`src/rtl/fft_pkg.sv`:
```
// Shared constants and types for the post-FFT datapath (transform size,
// bin packing, and the peak detector's scan states).
package fft_pkg;

  function automatic int log2(input int value);
    int r;
    r = 0;
    while ((1 << r) < value) r++;
    return r;
  endfunction

  localparam int bit_width = 16;
  localparam int N         = 512;
  localparam int M         = log2(N);

  // One FFT bin exactly as it sits on the read port: real in the upper half.
  typedef struct packed {
    logic signed [bit_width-1:0] re;
    logic signed [bit_width-1:0] im;
  } complex_t;

  typedef enum logic [1:0] {
    IDLE,
    SCAN,
    DRAIN,
    REPORT
  } pd_state_t;

endpackage

```
`src/rtl/fft_peak_detect_if.sv`:
```
// Signals between the peak detector (master: issues reads, reports the peak)
// and its environment (FFT core read port and downstream consumer).
interface fft_peak_detect_if;
  import fft_pkg::*;

  logic                   fft_done;
  logic [M-1:0]           rd_adr;
  complex_t               rd_data;
  logic                   busy;
  logic                   peak_valid;
  logic [M-2:0]           peak_bin;
  logic [2*bit_width-1:0] peak_mag;

  modport master (
    input  fft_done, rd_data,
    output rd_adr, busy, peak_valid, peak_bin, peak_mag
  );

  modport slave (
    output fft_done, rd_data,
    input  rd_adr, busy, peak_valid, peak_bin, peak_mag
  );

endinterface

```
`src/rtl/fft_mag_sq.sv`:
```
// One registered stage producing re^2 and im^2 of a bin; the bin tag and
// its valid flag travel alongside so downstream knows which bin it is.
module fft_mag_sq #(
  parameter int width = 16,
  parameter int tag_w = 8
) (
  input  logic                      clk,
  input  logic                      reset,
  input  logic                      in_valid,
  input  logic [tag_w-1:0]          in_tag,
  input  logic signed [width-1:0]   re,
  input  logic signed [width-1:0]   im,
  output logic                      out_valid,
  output logic [tag_w-1:0]          out_tag,
  output logic signed [2*width-1:0] re_sq,
  output logic signed [2*width-1:0] im_sq
);

  // NOTE: only the valid flag needs reset; data registers are qualified by it,
  // so leaving them unreset keeps the reset net off the wide datapath.
  always_ff @(posedge clk) begin
    if (reset) out_valid <= 1'b0;
    else       out_valid <= in_valid;
  end

  // Sign-extend before multiplying so the full 2*width product is kept.
  always_ff @(posedge clk) begin
    out_tag <= in_tag;
    re_sq   <= (2*width)'(re) * (2*width)'(re);
    im_sq   <= (2*width)'(im) * (2*width)'(im);
  end

endmodule

```
`src/rtl/fft_peak_detect.sv`:
```
// Scans bins 1..N/2-1 of a finished FFT, tracks the largest re^2+im^2 and
// reports the winning bin once per scan.
module fft_peak_detect
  import fft_pkg::*;
(
  input  logic              clk,
  input  logic              reset,
  fft_peak_detect_if.master pd
);

  localparam int           bin_w    = M - 1;
  localparam int           mag_w    = 2 * bit_width;
  localparam logic [M-1:0] last_adr = M'(N/2 - 1);

  pd_state_t          state, state_next;
  logic [M-1:0]       adr_next;
  logic               drain_cnt;
  logic               clear_max;
  logic               load_peak;

  // Stage aligned with rd_data (one cycle after the address was issued).
  logic               a_valid;
  logic [bin_w-1:0]   a_bin;

  logic               sq_valid;
  logic [bin_w-1:0]   sq_bin;
  logic signed [mag_w-1:0] sq_re, sq_im;
  logic [mag_w-1:0]   mag;

  logic [bin_w-1:0]   max_bin, max_bin_next;
  logic [mag_w-1:0]   max_mag, max_mag_next;

  always_ff @(posedge clk) begin
    if (reset) state <= IDLE;
    else       state <= state_next;
  end

  // NOTE: every output of this block gets a default first, so no path
  // through the case leaves a signal unassigned and no latch is inferred.
  always_comb begin
    state_next    = state;
    adr_next      = pd.rd_adr;
    clear_max     = 1'b0;
    load_peak     = 1'b0;
    pd.busy       = 1'b0;
    pd.peak_valid = 1'b0;
    unique case (state)
      IDLE: begin
        adr_next = '0;
        if (pd.fft_done) begin
          state_next = SCAN;
          adr_next   = M'(1);
          clear_max  = 1'b1;
        end
      end
      SCAN: begin
        pd.busy = 1'b1;
        if (pd.rd_adr == last_adr) begin
          state_next = DRAIN;
          adr_next   = '0;
        end else begin
          adr_next = pd.rd_adr + 1'b1;
        end
      end
      DRAIN: begin
        pd.busy = 1'b1;
        // The last bin's compare resolves in the second drain cycle, so the
        // result is captured from the max-next value at that edge.
        if (drain_cnt) begin
          state_next = REPORT;
          load_peak  = 1'b1;
        end
      end
      REPORT: begin
        pd.peak_valid = 1'b1;
        adr_next      = '0;
        if (pd.fft_done) begin
          state_next = SCAN;
          adr_next   = M'(1);
          clear_max  = 1'b1;
        end else begin
          state_next = IDLE;
        end
      end
      default: begin
        state_next = IDLE;
        adr_next   = '0;
      end
    endcase
  end

  // NOTE: sequential state uses non-blocking assignments so every register
  // samples the pre-edge value of the others regardless of statement order.
  always_ff @(posedge clk) begin
    if (reset) begin
      pd.rd_adr   <= '0;
      drain_cnt   <= 1'b0;
      a_valid     <= 1'b0;
      max_bin     <= '0;
      max_mag     <= '0;
      pd.peak_bin <= '0;
      pd.peak_mag <= '0;
    end else begin
      pd.rd_adr <= adr_next;
      drain_cnt <= (state == DRAIN) ? ~drain_cnt : 1'b0;
      a_valid   <= (state == SCAN);
      max_bin   <= max_bin_next;
      max_mag   <= max_mag_next;
      if (load_peak) begin
        pd.peak_bin <= max_bin_next;
        pd.peak_mag <= max_mag_next;
      end
    end
  end

  always_ff @(posedge clk) begin
    a_bin <= pd.rd_adr[bin_w-1:0];
  end

  fft_mag_sq #(
    .width (bit_width),
    .tag_w (bin_w)
  ) u_mag_sq (
    .clk       (clk),
    .reset     (reset),
    .in_valid  (a_valid),
    .in_tag    (a_bin),
    .re        (pd.rd_data.re),
    .im        (pd.rd_data.im),
    .out_valid (sq_valid),
    .out_tag   (sq_bin),
    .re_sq     (sq_re),
    .im_sq     (sq_im)
  );

  // Both squares are non-negative and sum to at most 2^(mag_w-1): no overflow.
  assign mag = $unsigned(sq_re) + $unsigned(sq_im);

  // Strict greater-than keeps the lowest bin on ties.
  always_comb begin
    max_bin_next = max_bin;
    max_mag_next = max_mag;
    if (clear_max) begin
      max_bin_next = '0;
      max_mag_next = '0;
    end else if (sq_valid && (mag > max_mag)) begin
      max_bin_next = sq_bin;
      max_mag_next = mag;
    end
  end

endmodule

```
`src/flat_wrapper.sv`:
```
// flat-port wrapper written by rule: the top's interface ports become plain ports
module fft_peak_detect_flat import fft_pkg::*;
  (clk, reset, pd_fft_done, pd_rd_data, pd_rd_adr, pd_busy, pd_peak_valid, pd_peak_bin, pd_peak_mag);
  fft_peak_detect_if pd_i ();
  input  logic clk;
  input  logic reset;
  input wire logic [$bits(pd_i.fft_done)-1:0] pd_fft_done;
  input wire logic [$bits(pd_i.rd_data)-1:0] pd_rd_data;
  output wire logic [$bits(pd_i.rd_adr)-1:0] pd_rd_adr;
  output wire logic [$bits(pd_i.busy)-1:0] pd_busy;
  output wire logic [$bits(pd_i.peak_valid)-1:0] pd_peak_valid;
  output wire logic [$bits(pd_i.peak_bin)-1:0] pd_peak_bin;
  output wire logic [$bits(pd_i.peak_mag)-1:0] pd_peak_mag;
  assign pd_i.fft_done = pd_fft_done;
  assign pd_i.rd_data = pd_rd_data;
  assign pd_rd_adr = pd_i.rd_adr;
  assign pd_busy = pd_i.busy;
  assign pd_peak_valid = pd_i.peak_valid;
  assign pd_peak_bin = pd_i.peak_bin;
  assign pd_peak_mag = pd_i.peak_mag;
  fft_peak_detect u_core (.clk(clk), .reset(reset), .pd(pd_i));
endmodule
```
`config.mk`:
```
export PLATFORM = sky130hd
export DESIGN_NAME = fft_peak_detect_flat
export DESIGN_NICKNAME = d
export VERILOG_FILES = /design/src/rtl/fft_pkg.sv /design/src/rtl/fft_peak_detect_if.sv /design/src/rtl/fft_mag_sq.sv /design/src/rtl/fft_peak_detect.sv /design/src/flat_wrapper.sv
export SDC_FILE = /design/constraint.sdc
export NUM_CORES = 2
export LEC_CHECK = 0
export ABC_AREA = 0
export BUFFER_PORTS_ARGS = -buffer_cell sky130_fd_sc_hd__buf_2
export CAP_MARGIN = 20
export CORE_MARGIN = 2
export CORE_UTILIZATION = 35
export CTS_CLUSTER_DIAMETER = 120
export CTS_CLUSTER_SIZE = 40
export DETAILED_ROUTE_END_ITERATION = 12
export PLACE_DENSITY = 0.58
export SLEW_MARGIN = 20
export SYNTH_ARGS = -nofsm -noshare
export SYNTH_HDL_FRONTEND = slang
export SYNTH_SLANG_ARGS = --single-unit
```
`constraint.sdc`:
```
create_clock -name clk -period 8.7 [get_ports clk]
set_input_delay 0.87 -clock clk [delete_from_list [all_inputs] [get_ports clk]]
set_output_delay 0.87 -clock clk [all_outputs]
set_load 0.005 [all_outputs]
```
-- Word-level counts from Yosys, hierarchy flattened
Index checks and enable logic that the tools add are counted.
- register bits after elaboration: 174
- output and inout bits: 51
- word-level logic and storage cells: 52
- add/sub/neg operators: 2
- multipliers: 2
- order comparisons: 1
- eq/ne operators: 7
- multiplexer cells: 18
- bitwise gates (word level): 2
- reductions and logical operators: 7
- operators with widths (cell ; count):
    multiplier 16 x 16 -> 32 bit ; 2
    2-to-1 mux 32 bit ; 2
    adder 32 bit ; 1
    greater-than comparator 32 bit ; 1
    one-hot mux 9 bit (2 select lines) ; 1
    2-to-1 mux 8 bit ; 2
    adder 9 x 1 -> 9 bit, second input constant ; 1
    equality test 9 x 8 -> 1 bit, second input constant ; 1
    2-to-1 mux 9 bit ; 1
    2-to-1 mux 1 bit ; 8
    one-hot mux 2 bit (4 select lines) ; 1
    2-to-1 mux 2 bit ; 3
    OR reduction 2 bit ; 3
    equality test 2 bit, second input constant ; 2
    != test 2 x 1 -> 1 bit, second input constant ; 2
    AND reduction 3 bit ; 1
    equality test 2 x 1 -> 1 bit, second input constant ; 1
    zero test 2 bit ; 1
    != test 2 bit, second input constant ; 1
    inverter 1 bit ; 2
    nonzero test 2 bit ; 1
    logical AND 1 bit ; 1

-- Depth between registers and ports, before layout
- word-level depth: 5
- gate-level depth with buffers: 25

-- Modules after synthesis
From an unflattened synthesis, not the netlist that was laid out.
- cell total of the unflattened synthesis: 2855
- area total of the unflattened synthesis: 25917.4 um^2
- by module, submodules not included (module ; times used ; cells an instance ; area each (um^2) ; seq. area each (um^2)):
    fft_mag_sq ; 1 ; 2068 ; 19408.6 ; 1421.4
    fft_peak_detect ; 1 ; 787 ; 6508.7 ; 2021.9

-- Worst setup path after synthesis
Ideal clock, no wire load.
- path type: in2reg
- start point: input pd_rd_data[21]
- end point: register u_core.u_mag_sq.re_sq[28]
- setup time: 0.072 ns
- data arrival time: 6.457 ns
- slack: 2.171 ns
- stages: 23
- buffers on the path: 3
- cells stage by stage: clkbuf_1 clkbuf_1 nand2_1 fa_1 fa_1 inv_1 fa_1 inv_1 fa_1 fa_1 fa_1 inv_1 ha_1 clkbuf_1 a2111oi_0 o21ai_0 o2111ai_1 nand2_1 a31oi_1 o211ai_1 a31o_2 a21oi_1 xnor2_1
- longest elaborated chain between the ends: 1
- RTL lines (element ; RTL line ; text):
    start: declaration ; flat_wrapper.sv:8 ; input wire logic [$bits(pd_i.rd_data)-1:0] pd_rd_data;
    multiplier 16 x 16 -> 32 bit ; fft_mag_sq.sv:29 ; re_sq <= (2*width)'(re) * (2*width)'(re);
    end signal: assignment ; fft_mag_sq.sv:29 ;
    end: declaration ; fft_mag_sq.sv:15 ; output logic signed [2*width-1:0] re_sq,
No other way between the ends.
A chain may end at the register's enable or synchronous reset.

-- Worst setup path in the final report
- start point: input pd_rd_data[15]
- end point: register u_core.u_mag_sq.im_sq[31]
- longest elaborated chain between the ends: 1
- RTL lines (element ; RTL line ; text):
    multiplier 16 x 16 -> 32 bit ; fft_mag_sq.sv:30 ; im_sq <= (2*width)'(im) * (2*width)'(im);
    end signal: assignment ; fft_mag_sq.sv:30 ;
    end: declaration ; fft_mag_sq.sv:16 ; output logic signed [2*width-1:0] im_sq
No other way between the ends.

==> metrics.csv <==
metric,value,unit
ranking of synthesized cells by area,"fa_1, dfxtp_1, ha_1",
number of global-route vias before repair,18100,
cts repair resizes,0,
H-Tree Depth,4,
drt wl/cell,14.5,um
Routed WL,52900,um
Antenna Violating Nets Remaining,0,
unrepaired setup endpoints after global routing,no,
"most common cell after layout, fill and taps aside",inv_1,
post-route insts no fill,3652,
crit path max fanout,21,
Clock Skew,0.0123,ns
Arrival @ worst endpoint,7.27,ns
cell repeated most along the worst path,fa_1,
GRT Overall Usage,15.2,%
fin crit share,79.2,%
I/O Pins,86,
Tightest Pin Transition,0.871,ns
Max Clk Rate,145,MHz
"slowest stage delay, CP",0.86,ns
Vias per Instance,4.65,
status,"complete, no violations",
"Seq/Total Area, Yosys",13.8,%
largest net degree at the start of global routing,47,
FILL cells,7099,
slowest CP cell,fa_1,
GRT overflow,0,
yosys warns,0,
Core ar.,70300,sq um
hold buffers post-CTS,0,
worst endpoint required time,9.07,ns
diodes inserted,0,
Cells after Synth,2665,
Placed Cells,3620,
Max-Slew Margin vs Limit,41.9,%
"flops & latches, synth",172,
"area leader, netlist",fa_1,
initial antenna violation count,1,
CTS tree,yes,
Detailed Routing Iterations Pass 1,6,
worst reg2reg setup slack,3.04,ns
first-pass GRT wire length,90300,um
setup TNS,0,ns
HPWL after DPL,44400,um
# DRC,0,
clk_lat worst skew,0.44,ns
IO buf count,85,
Die Y,271,um
clock buffer depth,2,
Max Transition Viols Final,0,
crit path kind,in2reg,
RD Place Congestion,0.824,
worst hold path type,reg2reg,
standard-cell rows,97,
die area,73400,sq um
initial core utilization,35.5,%
Synth Cell Area,24900,sq um
Post-synth EDFFs,0,
area delta synth->final,7.81,%
nets,3451,
crit path capture type,flop,
"Distinct cells, synth",75,
CTS buffer count,17,
post-synth top area share,38.1,%
syn avg cell area,9.35,sq um
CP Launch Type,primary input,
die width,271,um
post-layout min period,6.89,ns
ys async rst share,0,%
drt initial violations,665,
cells along the critical path,buf_2 > inv_1 > nor2_1 > fa_1 > fa_1 > fa_1 > fa_1 > fa_1 > inv_1 > fa_1 > inv_1 > ha_1 > a211o_1 > a21oi_1 > o21ai_0 > a21oi_1 > o21ai_0 > a211o_1 > a21oi_1 > xnor2_1,
share of layout cells above drive strength 1,5.83,%
final setup fails,0,
Worst-path clk slew,0.07,ns
Max-Cap Viols,0,
most common flop cell mapped by yosys,dfxtp_1,
endpoints failing hold,0,
"commonest non-fill, non-tap cells in the layout","inv_1, fa_1, ha_1",
routed via count,16996,
# Post-CTS Setup Buffers,0,
Mapped Nets,3417,
CTS root buffer,clkbuf_16,
clk sinks,172,
final timing paths:
path	startpoint	endpoint	depth (start not counted)
worst min register to register	u_core.a_bin[6]	u_core.u_mag_sq.out_tag[6]	0
worst max register to register	u_core.u_mag_sq.im_sq[10]	u_core.pd.peak_mag[17]	19
worst min-delay path	u_core.a_bin[6]	u_core.u_mag_sq.out_tag[6]	0
worst max-delay path	pd_rd_data[15]	u_core.u_mag_sq.im_sq[31]	20
critical path, delay by kind of cell:
| kind | cells | cell delay (ns) |
|---|---|---|
| xor+xnor | 1 | 0.13 |
| buf+inv | 4 | 0.79 |
| compound gates | 7 | 1.41 |
| fa+ha+maj | 7 | 3.75 |
| simple gates | 1 | 0.31 |
sequential cells by signal, summed over array words and instances (netlist names):
signal                     cells
u_core.drain_cnt               1
u_core.u_mag_sq.out_valid      1
u_core.a_bin                   8
u_core.max_bin                 8
u_core.u_mag_sq.re_sq         31
u_core.pd.peak_bin             8
u_core.u_mag_sq.im_sq         31
u_core.max_mag                32
u_core.state                   2
u_core.a_valid                 1
u_core.u_mag_sq.out_tag        8
u_core.pd.peak_mag            32
u_core.pd.rd_adr               9
logic make-up (layout without fill, tap and decap cells):
group                    count (synthesis)  count (layout)  synth area share [%]
AO/OA/AOI/OAI                          281             281                  7.70
XOR/XNOR                               113             113                  3.97
adder cells (fa/ha/maj)                717             717                  50.3
buffers and inverters                  746             793                  11.3
flip-flops                             172             172                  13.8
multiplexers                            43              43                  1.73
AND/OR/NAND/NOR                        593             593                  11.2
metal layers:
| metal | vias to the layer above | global-route usage (%) | share of wire [%] |
|---|---|---|---|
| met5 | - | 0 | 0.025 |
| met3 | 54 | 1.51 | 2.4 |
| met4 | 2 | 3.07 | 1.6 |
| li1 | 8205 | - | - |
| met1 | 8523 | 19.8 | 45 |
| met2 | 212 | 27.1 | 51 |
synth_stat cells (11+ instances only):
cell and count:
clkbuf_1 65, o21ai_0 35, xor2_1 27, or2_2 11, dfxtp_1 172, nor3_1 24
nand2_1 200, nand3_1 27, inv_1 673, o21a_1 13, a2bb2oi_1 18, or3_1 12
and3_1 15, nor2_1 157, nor2b_1 19, fa_1 474, a211oi_1 11, xnor2_1 86
and2_1 84, a21o_1 37, ha_1 243, a21oi_1 90, mux2i_1 42, nand4_1 13
nand2b_1 14
final cells by class:
cell class                      instances  area, sq um  area share (%)
Clock buffer                           17          425            1.58
Clock inverter                         15          196           0.731
Inverter                              673         2530            9.40
Multi-Input combinational cell       1747        18700            69.4
Sequential cell                       172         3440            12.8
Tap cell                              940         1180            4.38
Timing Repair Buffer                   88          448            1.67
metrics by stage:
| stage | setup slack, ns | instance area [sq um] | util, % | hold WS (ns) |
|---|---|---|---|---|
| floorplan | 2.17 | 24900 | - | 0.310 |
| global placement | 1.52 | 26300 | 37.4 | 0.311 |
| detailed placement | 1.37 | 26300 | 37.4 | 0.312 |
| CTS | 1.82 | 26900 | 38.2 | 0.329 |
| global route | 1.43 | 26900 | 38.2 | 0.331 |
| finish | 1.81 | 26900 | 38.2 | 0.327 |
Power is not shown: default switching activity piles up to over one toggle a cycle in this logic, so the estimate is an artifact.
